[src/rtl/adder_arbiter.sv]
// Round-robin arbiter/sequencer sharing one registered adder among N requesters.
// Each grant runs IDLE -> ISSUE -> CAPTURE and returns the sum with a one-cycle ack.
`ifndef DATA_WIDTH
`define DATA_WIDTH 16
`endif

module adder_arbiter #(
    parameter int unsigned N   = 4,
    parameter int unsigned IDW = 2,
    parameter int unsigned W   = `DATA_WIDTH
) (
    input  logic             clock,
    input  logic             reset,
    input  logic [N-1:0]     req,
    input  logic [N*W-1:0]   req_op1,
    input  logic [N*W-1:0]   req_op2,
    output logic [N-1:0]     ack,
    output logic [W-1:0]     result,
    output logic [IDW-1:0]   grant_id,
    output logic             busy,
    output logic             add_enable,
    output logic [W-1:0]     add_op1,
    output logic [W-1:0]     add_op2,
    input  logic [W-1:0]     add_result
);

    typedef enum logic [1:0] {
        ST_IDLE,
        ST_ISSUE,
        ST_CAPTURE
    } state_t;

    localparam logic [IDW:0]   NW   = (IDW+1)'(N);
    localparam logic [IDW-1:0] LAST = IDW'(N - 1);

    state_t         r_state;
    state_t         w_next_state;
    logic [IDW-1:0] r_rr_ptr;
    logic [IDW-1:0] r_grant_id;
    logic [N-1:0]   r_ack;
    logic [W-1:0]   r_result;
    logic [W-1:0]   r_add_op1;
    logic [W-1:0]   r_add_op2;

    logic [N-1:0]   w_eligible;
    logic [2*N-1:0] w_dbl;
    logic [N-1:0]   w_rot;
    logic           w_found;
    logic [IDW-1:0] w_pick;
    logic [IDW:0]   w_sum;
    logic [W-1:0]   w_sel_op1;
    logic [W-1:0]   w_sel_op2;
    logic           w_busy;
    logic           w_add_enable;

    // A requester whose ack is still high is finishing; it must not be re-granted.
    assign w_eligible = req & ~r_ack;
    assign w_dbl      = {w_eligible, w_eligible};
    assign w_rot      = N'(w_dbl >> r_rr_ptr);

    always_comb begin
        w_found = 1'b0;
        w_pick  = '0;
        w_sum   = '0;
        for (int unsigned k = 0; k < N; k++) begin
            if (!w_found && w_rot[k]) begin
                w_found = 1'b1;
                w_sum   = {1'b0, r_rr_ptr} + (IDW+1)'(k);
                if (w_sum >= NW) begin
                    w_sum = w_sum - NW;
                end
                w_pick = w_sum[IDW-1:0];
            end
        end
    end

    always_comb begin
        w_sel_op1 = '0;
        w_sel_op2 = '0;
        for (int unsigned k = 0; k < N; k++) begin
            if (w_pick == IDW'(k)) begin
                w_sel_op1 = req_op1[k*W +: W];
                w_sel_op2 = req_op2[k*W +: W];
            end
        end
    end

    always_ff @(posedge clock or negedge reset) begin
        if (!reset) begin
            r_state <= ST_IDLE;
        end else begin
            r_state <= w_next_state;
        end
    end

    always_comb begin
        w_next_state = r_state;
        w_busy       = 1'b0;
        w_add_enable = 1'b0;
        case (r_state)
            ST_IDLE: begin
                if (w_found) begin
                    w_next_state = ST_ISSUE;
                end
            end
            ST_ISSUE: begin
                w_busy       = 1'b1;
                w_add_enable = 1'b1;
                w_next_state = ST_CAPTURE;
            end
            ST_CAPTURE: begin
                w_busy       = 1'b1;
                w_next_state = ST_IDLE;
            end
            default: begin
                w_next_state = ST_IDLE;
            end
        endcase
    end

    always_ff @(posedge clock or negedge reset) begin
        if (!reset) begin
            r_rr_ptr   <= '0;
            r_grant_id <= '0;
            r_ack      <= '0;
            r_result   <= '0;
            r_add_op1  <= '0;
            r_add_op2  <= '0;
        end else begin
            r_ack <= '0;
            case (r_state)
                ST_IDLE: begin
                    if (w_found) begin
                        r_grant_id <= w_pick;
                        r_add_op1  <= w_sel_op1;
                        r_add_op2  <= w_sel_op2;
                    end
                end
                ST_CAPTURE: begin
                    r_result <= add_result;
                    r_ack    <= N'(1) << r_grant_id;
                    r_rr_ptr <= (r_grant_id == LAST) ? '0 : r_grant_id + 1'b1;
                end
                default: begin
                end
            endcase
        end
    end

    assign ack        = r_ack;
    assign result     = r_result;
    assign grant_id   = r_grant_id;
    assign busy       = w_busy;
    assign add_enable = w_add_enable;
    assign add_op1    = r_add_op1;
    assign add_op2    = r_add_op2;

endmodule

[config.mk]
export PLATFORM = sky130hd
export DESIGN_NAME = adder_arbiter
export DESIGN_NICKNAME = d
export VERILOG_FILES = /design/src/rtl/adder_arbiter.sv
export SDC_FILE = /design/constraint.sdc
export NUM_CORES = 1
export LEC_CHECK = 0
export CAP_MARGIN = 20
export CORE_MARGIN = 3
export CORE_UTILIZATION = 33
export DETAILED_ROUTE_END_ITERATION = 7
export HOLD_SLACK_MARGIN = 0.06
export PLACE_DENSITY = 0.72
export SLEW_MARGIN = 20
export SYNTH_ARGS = -nofsm -noshare
export SYNTH_HDL_FRONTEND = slang
export SYNTH_SLANG_ARGS = --single-unit
[constraint.sdc]
create_clock -name clock -period 5.3 [get_ports clock]
set_input_delay 1.59 -clock clock [delete_from_list [all_inputs] [get_ports clock]]
set_output_delay 1.59 -clock clock [all_outputs]
set_load 0.01 [all_outputs]
# [Word-level counts from Yosys, hierarchy flattened]
# Cells that the tools add are included.
[totals] ff_bits=58
[op_classes] add_sub_neg=8 n_lt_le_gt_ge=4 eq_ne=7 shift=2 n_mux=26 n_bitwise=2 reduce_logical=10
[ops] op="2-to-1 mux 16 bit" n=8
[ops] op="2-to-1 mux 2 bit" n=10
[ops] op=">= comparator 3 bit, second input constant" n=3
[ops] op="equality test 2 bit, second input constant" n=4
[ops] op=">> shifter 8 x 2 -> 4 bit" n=1
[ops] op="subtractor 2 x 1 -> 2 bit, second input constant" n=4
[ops] op="adder 2 x 2 -> 3 bit, second input constant" n=2
[ops] op="2-to-1 mux 1 bit" n=6
[ops] op="AND 4 bit" n=1
[ops] op="equality test 2 x 1 -> 1 bit, second input constant" n=2
[ops] op="zero test 2 bit" n=2
[ops] op="2-to-1 mux 4 bit" n=1
[ops] op="NOT 4 bit" n=1
[ops] op="one-hot mux 2 bit (2 select lines)" n=1
[ops] op="left shift 1 x 2 -> 4 bit, first input constant" n=1
[ops] op="adder 2 x 1 -> 3 bit, second input constant" n=1
[ops] op=">= comparator 2 x 3 -> 1 bit, second input constant" n=1
[ops] op="logical AND 1 bit" n=3
[ops] op="zero test 1 bit" n=3
[ops] op="adder 2 x 1 -> 2 bit, second input constant" n=1
[ops] op="!= test 2 bit, second input constant" n=1
[ops] op="AND reduction 2 bit" n=1
[ops] op="OR reduction 2 bit" n=1

# [Depth between registers and ports, before layout]
# Gate-level depths: netlist (run 1).
[depth] word_depth=18 mapped_depth=8

# [Worst setup path before layout (run 1)]
# No wires, ideal clock.
[synth_path] path_kind="in2reg" start="input req[2]" end="register r_add_op1[0] (netlist: add_op1[0])" arrival_ns=2.794 t_required_ns=5.175 setup_slack_ns=2.381 path_stages=8 path_buffers=3 cell_sequence="nand2b_4 > buf_6 > or3_1 > buf_2 > buf_6 > and3_4 > a211oi_2 > o21ai_1"
[synth_between] elab_chain_len=17
[synth_lines] item="start: declaration" line="14" text="input logic [N-1:0] req,"
[synth_lines] item="AND 4 bit (*)" line="57" text="assign w_eligible = req & ~r_ack;"
[synth_lines] item=">> shifter 8 x 2 -> 4 bit (*)" line="59" text="assign w_rot = N'(w_dbl >> r_rr_ptr);"
[synth_lines] item="2-to-1 mux 1 bit" line="66" text="if (!w_found && w_rot[k]) begin"
[synth_lines] item="zero test 1 bit" line="66"
[synth_lines] item="logical AND 1 bit" line="66"
[synth_lines] item="2-to-1 mux 1 bit" line="66"
[synth_lines] item="zero test 1 bit" line="66"
[synth_lines] item="logical AND 1 bit" line="66"
[synth_lines] item="2-to-1 mux 1 bit" line="66"
[synth_lines] item="zero test 1 bit" line="66"
[synth_lines] item="logical AND 1 bit" line="66"
[synth_lines] item="2-to-1 mux 2 bit" line="66"
[synth_lines] item="zero test 2 bit" line="81" text="if (w_pick == IDW'(k)) begin"
[synth_lines] item="2-to-1 mux 16 bit (4 in a row)" line="81"
[synth_lines] item="end signal: assignment" line="135" text="r_add_op1 <= w_sel_op1;"
[synth_lines] item="end: declaration" line="42" text="logic [W-1:0] r_add_op1;"
# Mark *: on every way between the ends. The rest lies on a longest branch, timed or not.
# A chain may end at the register's enable or synchronous reset.

# [Worst setup path after layout (run 1)]
[layout_path] start="input req[1]" end="register r_add_op2[1] (netlist: add_op2[1])"
[layout_between] elab_chain_len=17
[layout_lines] item="AND 4 bit (*)" line="57"
[layout_lines] item=">> shifter 8 x 2 -> 4 bit (*)" line="59"
[layout_lines] item="2-to-1 mux 1 bit" line="66"
[layout_lines] item="zero test 1 bit" line="66"
[layout_lines] item="logical AND 1 bit" line="66"
[layout_lines] item="2-to-1 mux 1 bit" line="66"
[layout_lines] item="zero test 1 bit" line="66"
[layout_lines] item="logical AND 1 bit" line="66"
[layout_lines] item="2-to-1 mux 1 bit" line="66"
[layout_lines] item="zero test 1 bit" line="66"
[layout_lines] item="logical AND 1 bit" line="66"
[layout_lines] item="2-to-1 mux 2 bit" line="66"
[layout_lines] item="zero test 2 bit" line="81"
[layout_lines] item="2-to-1 mux 16 bit (4 in a row)" line="81"
[layout_lines] item="end signal: assignment" line="136" text="r_add_op2 <= w_sel_op2;"
[layout_lines] item="end: declaration" line="43" text="logic [W-1:0] r_add_op2;"
# Marked as above.

==> results_dict.tcl, run 1 <==
set metrics [dict create \
    status "completed" \
    syn_inst 322 \
    vdd_drop_max_uv 324 \
    required_ns 5.51 \
    layout_setup_ws_ns 1.38 \
    cts.clk_slew.worst_paths_ns 0.07 \
    r2r.worst_path.cells 5 \
    hold_slack_ns 0.491 \
    syn_area_mm2 0.00346 \
    dp_hpwl_mm 9.13 \
    dp_cells 638 \
    grt_pass1_wl_mm 19.0 \
    clock_latency_ns 0.33 \
    hold_violations 0 \
    yosysUniqueCellTypes 43 \
    pwr_density_cell_mw_per_mm2 522 \
    finalNonFillerCells 654 \
    wirelength_mm 12.6 \
    drt_iter0_markers 143 \
    clockBufferDepth 2 \
    fin_skew_ns 0.00843 \
    final_util_pct 57.7 \
    async_flop_share_pct 100 \
    cts_tree "done" \
    worst_pin_slew_ns 0.937 \
    hold_end "add_op1[14]$_DFFE_PN0P_" \
    synth_fp_nets 479 \
    cp_num_buf_inv 1 \
    grt_max_degree 37 \
    htree_levels 3 \
    cts_setup_buffers 0 \
    dieArea_mm2 0.0118 \
    via_per_inst 5.26 \
    syn2layout_area_growth_pct 66.7 \
    synth-main-ff-cell "dfrtp_1" \
    gp_congestion 0.761 \
    final_nets 673 \
    p_leak_nw 2.21 \
    holdPathStages 2 \
    endpoint_kind "flip-flop" \
    ant_nets 0 \
    gr-total-overflow 0 \
    path_class "input pin to flip-flop" \
    cpMaxStageDelayCell "o32a_1" \
    relSlewSlack_pct 37.6 \
    start_util_pct 34.6 \
    max_freq_mhz 255 \
    r2r_setup_slack_ns 2.68 \
    max_cap_viol_count 0 \
    r2r_end "add_op2[1]$_DFFE_PN0P_" \
    die_w_um 108 \
    avgSynthCellArea_um2 10.7 \
    final.min_clock_period_ns 3.92 \
    clockRootBuffer "clkbuf_8" \
    synth_area_leaders "dfrtp_1 42%, a211oi_2 7.2%, and3_4 6.5%" \
    vias 3439 \
    cts_hold_buf 0 \
    fin_crit_sh_pct 73.9 \
    slowest_delay_ns 0.63 \
    grt_setup_unrepaired "no" \
    fin_tns_setup_ns 0 \
    die_h_um 108 \
    coreArea_mm2 0.0100 \
    seq_area_frac_synth_pct 41.9 \
    crit_chain "clkdlybuf4s50_1 > nor2b_1 > o32a_1 > nand2_2 > a211oi_1 > o21ai_0" \
    synth.top_cell.area_share_pct 41.9 \
    synth-edff-count 0 \
    pin_count 206 \
    drc 0 \
    rows 36 \
    finalSetupViolations 0 \
    grt_pass1_vias 3641 \
    dr.pass1.iters 4 \
    antenna_cells 0 \
    cp_top_family "compound AO/OA/AOI/OAI gates" \
    wl_per_cell_um 19.3 \
    yosysTopAreaCell "dfrtp_1" \
    track_usage_pct 20.9 \
    ys_warn_count 0 \
    hp-class "flip-flop to flip-flop" \
    critPathArrivalTime_ns 4.12 \
    cts_sinks 58 \
    pre_cts_ws_ns 1.09 \
    ctsResizeCount 0 \
    ys_seq_elements 58 \
    grt_antenna_before_repair 0 \
    port_buffers 205 \
    cp-start-kind "input pin" \
    cts_buffers 9 \
    min_from "add_op1[14]$_DFFE_PN0P_" \
    layout-drive-gt1-share_pct 17.3 \
    r2r-start "r_rr_ptr[0]$_DFFE_PN0P_" \
    crit_fanout 23 \
    drv_slew 0 \
]
how the worst max path moves through the flow:
stage / cells past startpoint / to / startpoint
2_1_floorplan: 8 / add_op1[0]$_DFFE_PN0P_ / req[2]
3_3_place_gp: 6 / add_op2[1]$_DFFE_PN0P_ / req[1]
3_5_place_dp: 6 / add_op2[2]$_DFFE_PN0P_ / req[1]
4_1_cts: 6 / add_op2[2]$_DFFE_PN0P_ / req[1]
5_1_grt: 6 / add_op1[13]$_DFFE_PN0P_ / req[1]
6_report: 6 / add_op2[1]$_DFFE_PN0P_ / req[1]
registers in the layout (all words and copies together) (netlist names):
signal	flops
r_state	2
ack	4
grant_id	2
add_op2	16
r_rr_ptr	2
result	16
add_op1	16
stage by stage:
step,power (W),cell area (um^2)
final,0.00301,5770
after global placement,0.00258,5570
after floorplan,0.00184,3460
after CTS,0.00306,5770
after detailed placement,0.00262,5570
after global routing,0.00324,5770
logic make-up after synthesis:
family | synth area share [%]
and+or+nand+nor | 16.1
muxes | 5.86
AOI/OAI and AO/OA | 28.5
adders and majority gates | 2.53
DFF | 41.9
buffers and inverters | 5.13
report_power, final:
| group | total, W | switching, W | internal [W] |
|---|---|---|---|
| clock network | 0.000421 | 0.000201 | 0.000220 |
| logic | 0.00179 | 0.000865 | 0.000922 |
| registers | 0.000805 | 0.000139 | 0.000666 |
| total | 0.00301 | 0.00120 | 0.00181 |
worst reg2reg max path: stages (launching register included):
cell      delay [ns]
dfrtp_1         0.51
nor2b_2         0.26
o32a_1          0.62
nand2_2         0.60
a211oi_1        0.40
o21ai_0         0.12
per-layer routing:
metal  track usage (%)  routed length [um]  part of all wire, %  vias to the layer above
li1                  -                   -                    -                     1633
met1              24.5                5180                   41                     1626
met2              36.0                6030                   48                      165
met3              7.04                1180                  9.4                       15
met4              6.67                 210                  1.7                        0
met5                 0                   0                    0                        -
synthesized netlist by cell type, types with 2 or more instances:
master	instances
and3_4	20
o32ai_2	2
a21oi_1	13
nor2b_1	2
o221ai_1	22
inv_1	6
ha_1	7
a211oi_2	20
clkbuf_1	8
dfrtp_1	58
a221o_1	10
o21ai_1	20
nand3_1	10
and3_1	2
buf_4	2
buf_1	4
o22a_1	11
a211oi_1	2
nand2_1	25
and2_1	5
buf_6	4
o21ai_0	16
mux2_2	18
nor2_1	3
o32a_1	2
nand2b_1	4
buf_2	10
placed cells by master (no fill, tap or decap), types with 2 or more instances in the layout:
master	instances
o21ai_0	16
o221ai_1	22
clkinvlp_4	3
a211oi_1	2
and3_4	20
clkdlybuf4s50_1	204
and3_1	2
nor2_1	3
and2_1	5
a21oi_1	13
nor2b_1	2
o32a_1	2
o21ai_1	20
dfrtp_1	58
a211oi_2	20
nand3_1	10
ha_1	7
o32ai_2	2
clkbuf_8	9
buf_4	6
mux2_2	18
inv_1	6
clkinv_4	2
nand2b_1	4
nand2_1	25
a221o_1	10
o22a_1	10
cell type report:
| class | instances | area (um^2) |
|---|---|---|
| clock buffers | 9 | 124 |
| clock inverters | 7 | 78.8 |
| fillers | 905 | 4230 |
| inverters | 6 | 22.5 |
| multi-input cells | 230 | 1830 |
| flip-flops and latches | 58 | 1450 |
| well taps | 133 | 166 |
| repair buffers | 211 | 2090 |
(Power assumes the default switching activity.)
==> run 2, diff against run 1 <==
PLACE_DENSITY = 0.75   (was 0.72)
clock period = 3.3 ns   (was 5.3 ns; I/O delays follow)
==> run 2 against run 1 <==
Net effect: worst setup slack got worse by 0.75 ns; final cell count rose by 1.4%; via count rose by 1.3%; clock-buffer cell count rose by 1; critical path depth did not move; hold slack got worse by 0.0032 ns; combinational power rose by 64%.
==> results_dict.tcl, run 2 (same netlist as run 1, synthesis figures left out) <==
set metrics [dict create \
    required_ns 3.55 \
    gr-total-overflow 0 \
    layout_setup_ws_ns 0.629 \
    place_area_mm2 0.00566 \
    path_class "input pin to flip-flop" \
    cts_setup_buffers 0 \
    cp_top_family "simple AND/OR/NAND/NOR gates" \
    die_h_um 108 \
    layout-drive-gt1-share_pct 18.7 \
    cts_buffers 9 \
    worst_pin_slew_ns 0.900 \
    grt_setup_unrepaired "no" \
    cts.clk_slew.worst_paths_ns 0.08 \
    coreArea_mm2 0.0100 \
    cts_tree "done" \
    hold_violations 0 \
    sequentialPowerShare_pct 25.9 \
    grt_pass1_vias 3601 \
    pwr-share-comb_pct 58.9 \
    p_total_w 0.00500 \
    fin_tns_setup_ns 0 \
    dr.pass1.iters 6 \
    cp-start-kind "input pin" \
    finalSetupViolations 0 \
    final_area_mm2 0.00588 \
    relSlewSlack_pct 40.0 \
    cpMaxStageDelayCell "clkdlybuf4s50_1" \
    ant_nets 0 \
    final.min_clock_period_ns 2.67 \
    start_util_pct 34.6 \
    die_w_um 108 \
    p_int_w 0.00307 \
    switching_share_pct 38.5 \
    pwr_density_cell_mw_per_mm2 850 \
    cp_num_buf_inv 1 \
    crit_chain "clkdlybuf4s50_1 > or3b_1 > a21oi_2 > or3_2 > o221ai_1 > o21ai_0" \
    dieArea_mm2 0.0118 \
    drt_iter0_markers 170 \
    grt_max_degree 59 \
    antenna_cells 0 \
    pin_count 206 \
    wl_per_cell_um 18.9 \
    rows 36 \
    hold_slack_ns 0.488 \
    p_leak_nw 2.28 \
    ctsResizeCount 0 \
    grt_antenna_before_repair 0 \
    fin_crit_sh_pct 80.9 \
    via_per_inst 5.26 \
    htree_levels 3 \
    status "completed" \
    max_cap_viol_count 0 \
    gp_congestion 0.752 \
    fin_skew_ns 0.0108 \
    drc 0 \
    grt_pass1_wl_mm 19.0 \
    cts_hold_buf 0 \
    final_nets 682 \
    cts_sinks 58 \
    crit_fanout 22 \
    clockBufferDepth 2 \
    critPathArrivalTime_ns 2.92 \
    slowest_delay_ns 0.51 \
    layout_common_cells "204 x clkdlybuf4s50_1, 58 x dfrtp_1, 25 x nand2_1, 22 x o221ai_1" \
    track_usage_pct 20.8 \
    drv_slew 0 \
    vias 3485 \
    vdd_drop_max_uv 401 \
    layout_commonest_cell "clkdlybuf4s50_1" \
    clkPwrFrac_pct 15.3 \
    endpoint_kind "flip-flop" \
    wirelength_mm 12.5 \
    max_freq_mhz 374 \
    port_buffers 205 \
    clock_latency_ns 0.33 \
    pre_cts_ws_ns 0.284 \
    clockRootBuffer "clkbuf_8" \
    syn2layout_area_growth_pct 70.0 \
    dp_hpwl_mm 9.06 \
    switching_power_w 0.00193 \
    r2r_setup_slack_ns 1.26 \
    hp-class "flip-flop to flip-flop" \
]
==> run 2: cell count changes in the layout (fill, tap and decap cells not counted) <==
cell and change:
clkinv_2 +1, clkbuf_8 +1, buf_12 +2, clkinv_4 -2, bufinv_16 +1, clkinvlp_4 -1, buf_4 +7
==> run 2: metal layers <==
layer / GRT usage (%) / vias to the layer above / part of all wire, %
met5: 0 / - / 0
met4: 3.34 / 0 / 0.22
met3: 7.16 / 2 / 8.9
met2: 36.8 / 132 / 50
met1: 24.7 / 1706 / 41
li1: - / 1645 / -
==> run 2: final cells by class <==
class	instances	area, um^2
clock inverter	6	88.8
clock buffer	10	138
tap	133	166
fill	887	4120
sequential	58	1450
timing repair buffer	220	2180
inverter	6	22.5
multi-input combinational	230	1830
==> run 2: worst min-delay path, stage by stage, from the launching register on <==
cell and delay, ns:
dfrtp_1 0.35, nand2_1 0.05, o21ai_1 0.06
==> run 2: path summary, 6_finish.rpt <==
path / start / end / depth (start not counted)
worst min register to register: add_op2[13]$_DFFE_PN0P_ / add_op2[13]$_DFFE_PN0P_ / 2
worst min-delay path: add_op2[13]$_DFFE_PN0P_ / add_op2[13]$_DFFE_PN0P_ / 2
worst max register to register: r_rr_ptr[1]$_DFFE_PN0P_ / add_op2[2]$_DFFE_PN0P_ / 5
worst max-delay path: req[0] / add_op2[2]$_DFFE_PN0P_ / 6
min in group asynchronous: reset / add_op2[13]$_DFFE_PN0P_ / 2
max in group asynchronous: reset / r_state[1]$_DFFE_PN0P_ / 2
==> run 2: through the flow <==
step	utilization [%]	cells
finish	58.8	663
global route	58.8	663
CTS	58.8	663
detailed placement	56.6	647
global placement	56.6	647
floorplan	-	322
==> run 2: power by group through the flow <==
stage | combinational (W) | sequential, W | clock, W
4_1_cts | 0.00298 | 0.00130 | 0.000788
2_1_floorplan | 0.00155 | 0.00141 | 0
5_1_grt | 0.00320 | 0.00134 | 0.000826
6_report | 0.00294 | 0.00129 | 0.000763
3_3_place_gp | 0.00291 | 0.00129 | 0
3_5_place_dp | 0.00297 | 0.00131 | 0
==> run 3, diff against run 2 <==
clock period = 2.3 ns   (was 3.3 ns; I/O delays follow)
==> run 3 against run 2 <==
Net effect: register-to-register slack worse by 1.0 ns; combinational power is 56% higher; non-clock buffer count up 24; sequential power is 45% higher; final area up 5.5%; routed wire length up 0.26%; critical path depth up 2; via count up 3.0%; utilization is 3.2 points higher; sequential share of layout area is 1.3 points lower; largest power group unchanged.
==> results_dict.tcl, run 3 (same netlist as run 1, synthesis figures left out) <==
set metrics [dict create \
    grt_antenna_before_repair 0 \
    finalSetupViolations 0 \
    dp_cells 667 \
    drt_iter0_markers 157 \
    vias 3588 \
    layout_common_cells "200 x clkdlybuf4s50_1, 58 x dfrtp_1, 30 x buf_4, 25 x nand2_1, 22 x o221ai_1" \
    ant_nets 0 \
    sequentialPowerShare_pct 24.5 \
    layout-drive-gt1-share_pct 22.8 \
    cts_buffers 9 \
    crit_fanout 14 \
    hp-class "input pin to async pin" \
    cp_top_family "buffers and inverters" \
    die_h_um 108 \
    drv_slew 0 \
    grt_max_degree 59 \
    final.min_clock_period_ns 2.22 \
    syn2layout_area_growth_pct 79.4 \
    dieArea_mm2 0.0118 \
    required_ns 2.52 \
    grt_pass1_vias 3676 \
    grt_pass1_wl_mm 19.2 \
    relSlewSlack_pct 68.3 \
    endpoint_kind "flip-flop" \
    clkPwrFrac_pct 15.6 \
    topRoutingLayerUsed "met4" \
    rows 36 \
    coreArea_mm2 0.0100 \
    layout_commonest_cell "clkdlybuf4s50_1" \
    wirelength_mm 12.6 \
    pwr_density_cell_mw_per_mm2 1230 \
    dp_hpwl_mm 9.24 \
    start_util_pct 34.6 \
    crit_chain "clkdlybuf4s50_1 > nand2b_4 > buf_4 > a311oi_1 > o22a_2 > buf_12 > a21oi_1 > o22a_1" \
    switching_share_pct 36.9 \
    fin_tns_setup_ns 0 \
    finalNonFillerCells 686 \
    cts_hold_buf 0 \
    cpMaxStageDelayCell "clkdlybuf4s50_1" \
    pwr-share-comb_pct 59.9 \
    worst_pin_slew_ns 0.475 \
    clock_latency_ns 0.33 \
    status "completed" \
    port_buffers 205 \
    cts.clk_slew.worst_paths_ns 0.07 \
    antenna_cells 0 \
    hold_violations 0 \
    dr.pass1.iters 4 \
    slowest_delay_ns 0.51 \
    cts_tree "done" \
    fin_crit_sh_pct 96.6 \
    pin_count 206 \
    p_leak_nw 2.48 \
    fin_skew_ns 0.00981 \
    track_usage_pct 21.0 \
    clockRootBuffer "clkbuf_8" \
    clockBufferDepth 2 \
    wl_per_cell_um 18.3 \
    die_w_um 108 \
    gr-total-overflow 0 \
    wl_met2_mm 6.38 \
    max_freq_mhz 450 \
    critPathArrivalTime_ns 2.44 \
    path_class "input pin to flip-flop" \
    met1_length_mm 5.06 \
    vdd_drop_max_uv 585 \
    gp_congestion 0.800 \
    p_int_w 0.00483 \
    cp-start-kind "input pin" \
    htree_levels 3 \
    final_nets 706 \
    cts_sinks 58 \
    max_cap_viol_count 0 \
    switching_power_w 0.00282 \
    drc 0 \
    via_per_inst 5.23 \
    cp_num_buf_inv 3 \
    dr_wl_met3_um 974 \
]
run 3: changes by cell type in the layout (fill, tap and decap cells not counted), sizes merged:
cell,previous run,this run
buf,16,40
clkinvlp,2,0
dlymetal6s2s,0,3
clkdlybuf4s50,204,200
inv,7,6
clkbuf,10,11
bufinv,2,3
dlygate4sd2,0,1
run 3: stage by stage:
stage | utilization (%) | hold WS, ns | setup slack, ns | power [W] | area (um^2)
6_report | 62.1 | 0.328 | 0.0779 | 0.00766 | 6210
3_5_place_dp | 59.0 | 0.476 | -0.342 | 0.00646 | 5900
5_1_grt | 62.1 | 0.351 | -0.00168 | 0.00821 | 6210
2_1_floorplan | - | 0.394 | 0.281 | 0.00424 | 3460
3_3_place_gp | 59.0 | 0.467 | -0.262 | 0.00633 | 5900
4_1_cts | 61.4 | 0.347 | 0.0234 | 0.00768 | 6140
run 3: final timing paths:
check	slack, ns	startpoint	end	cells after the start
max	0.08	req[2]	add_op2[4]$_DFFE_PN0P_	8
min reg2reg	0.49	add_op2[15]$_DFFE_PN0P_	add_op2[15]$_DFFE_PN0P_	2
max reg2reg	0.25	r_rr_ptr[0]$_DFFE_PN0P_	add_op2[2]$_DFFE_PN0P_	7
min	0.33	reset	add_op2[9]$_DFFE_PN0P_	2
min in group clock	0.49	add_op2[15]$_DFFE_PN0P_	add_op2[15]$_DFFE_PN0P_	2
max in group asynchronous	1.65	reset	result[5]$_DFFE_PN0P_	2
run 3: power by group through the flow:
| stage | Combinational [W] | Sequential [W] | Clock (W) |
|---|---|---|---|
| floorplan | 0.00222 | 0.00202 | 0 |
| global placement | 0.00447 | 0.00186 | 0 |
| detailed placement | 0.00458 | 0.00188 | 0 |
| CTS | 0.00458 | 0.00187 | 0.00123 |
| global route | 0.00499 | 0.00194 | 0.00129 |
| finish | 0.00459 | 0.00187 | 0.00120 |
run 3: area by class of cell:
class / count / area (um^2)
Clock buffer: 11 / 151
Clock inverter: 4 / 98.8
Fill cell: 841 / 3790
Inverter: 6 / 22.5
Multi-Input combinational cell: 230 / 1860
Sequential cell: 58 / 1450
Tap cell: 133 / 166
Timing Repair Buffer: 244 / 2460
run 3: per-layer routing:
metal,track usage (%),vias to the layer above
met2,36.8,156
met4,5.77,0
li1,-,1691
met3,5.37,17
met1,25.6,1724
met5,0,-
run 3: repair_timing:
| item | 4_1_cts | 5_1_grt |
|---|---|---|
| setup buffers | 0 | 4 |
| gates resized for setup | 1 | 8 |
| pin swaps | 0 | 2 |
| setup endpoints to repair | 1 | 27 |
| cloned | 0 | 0 |
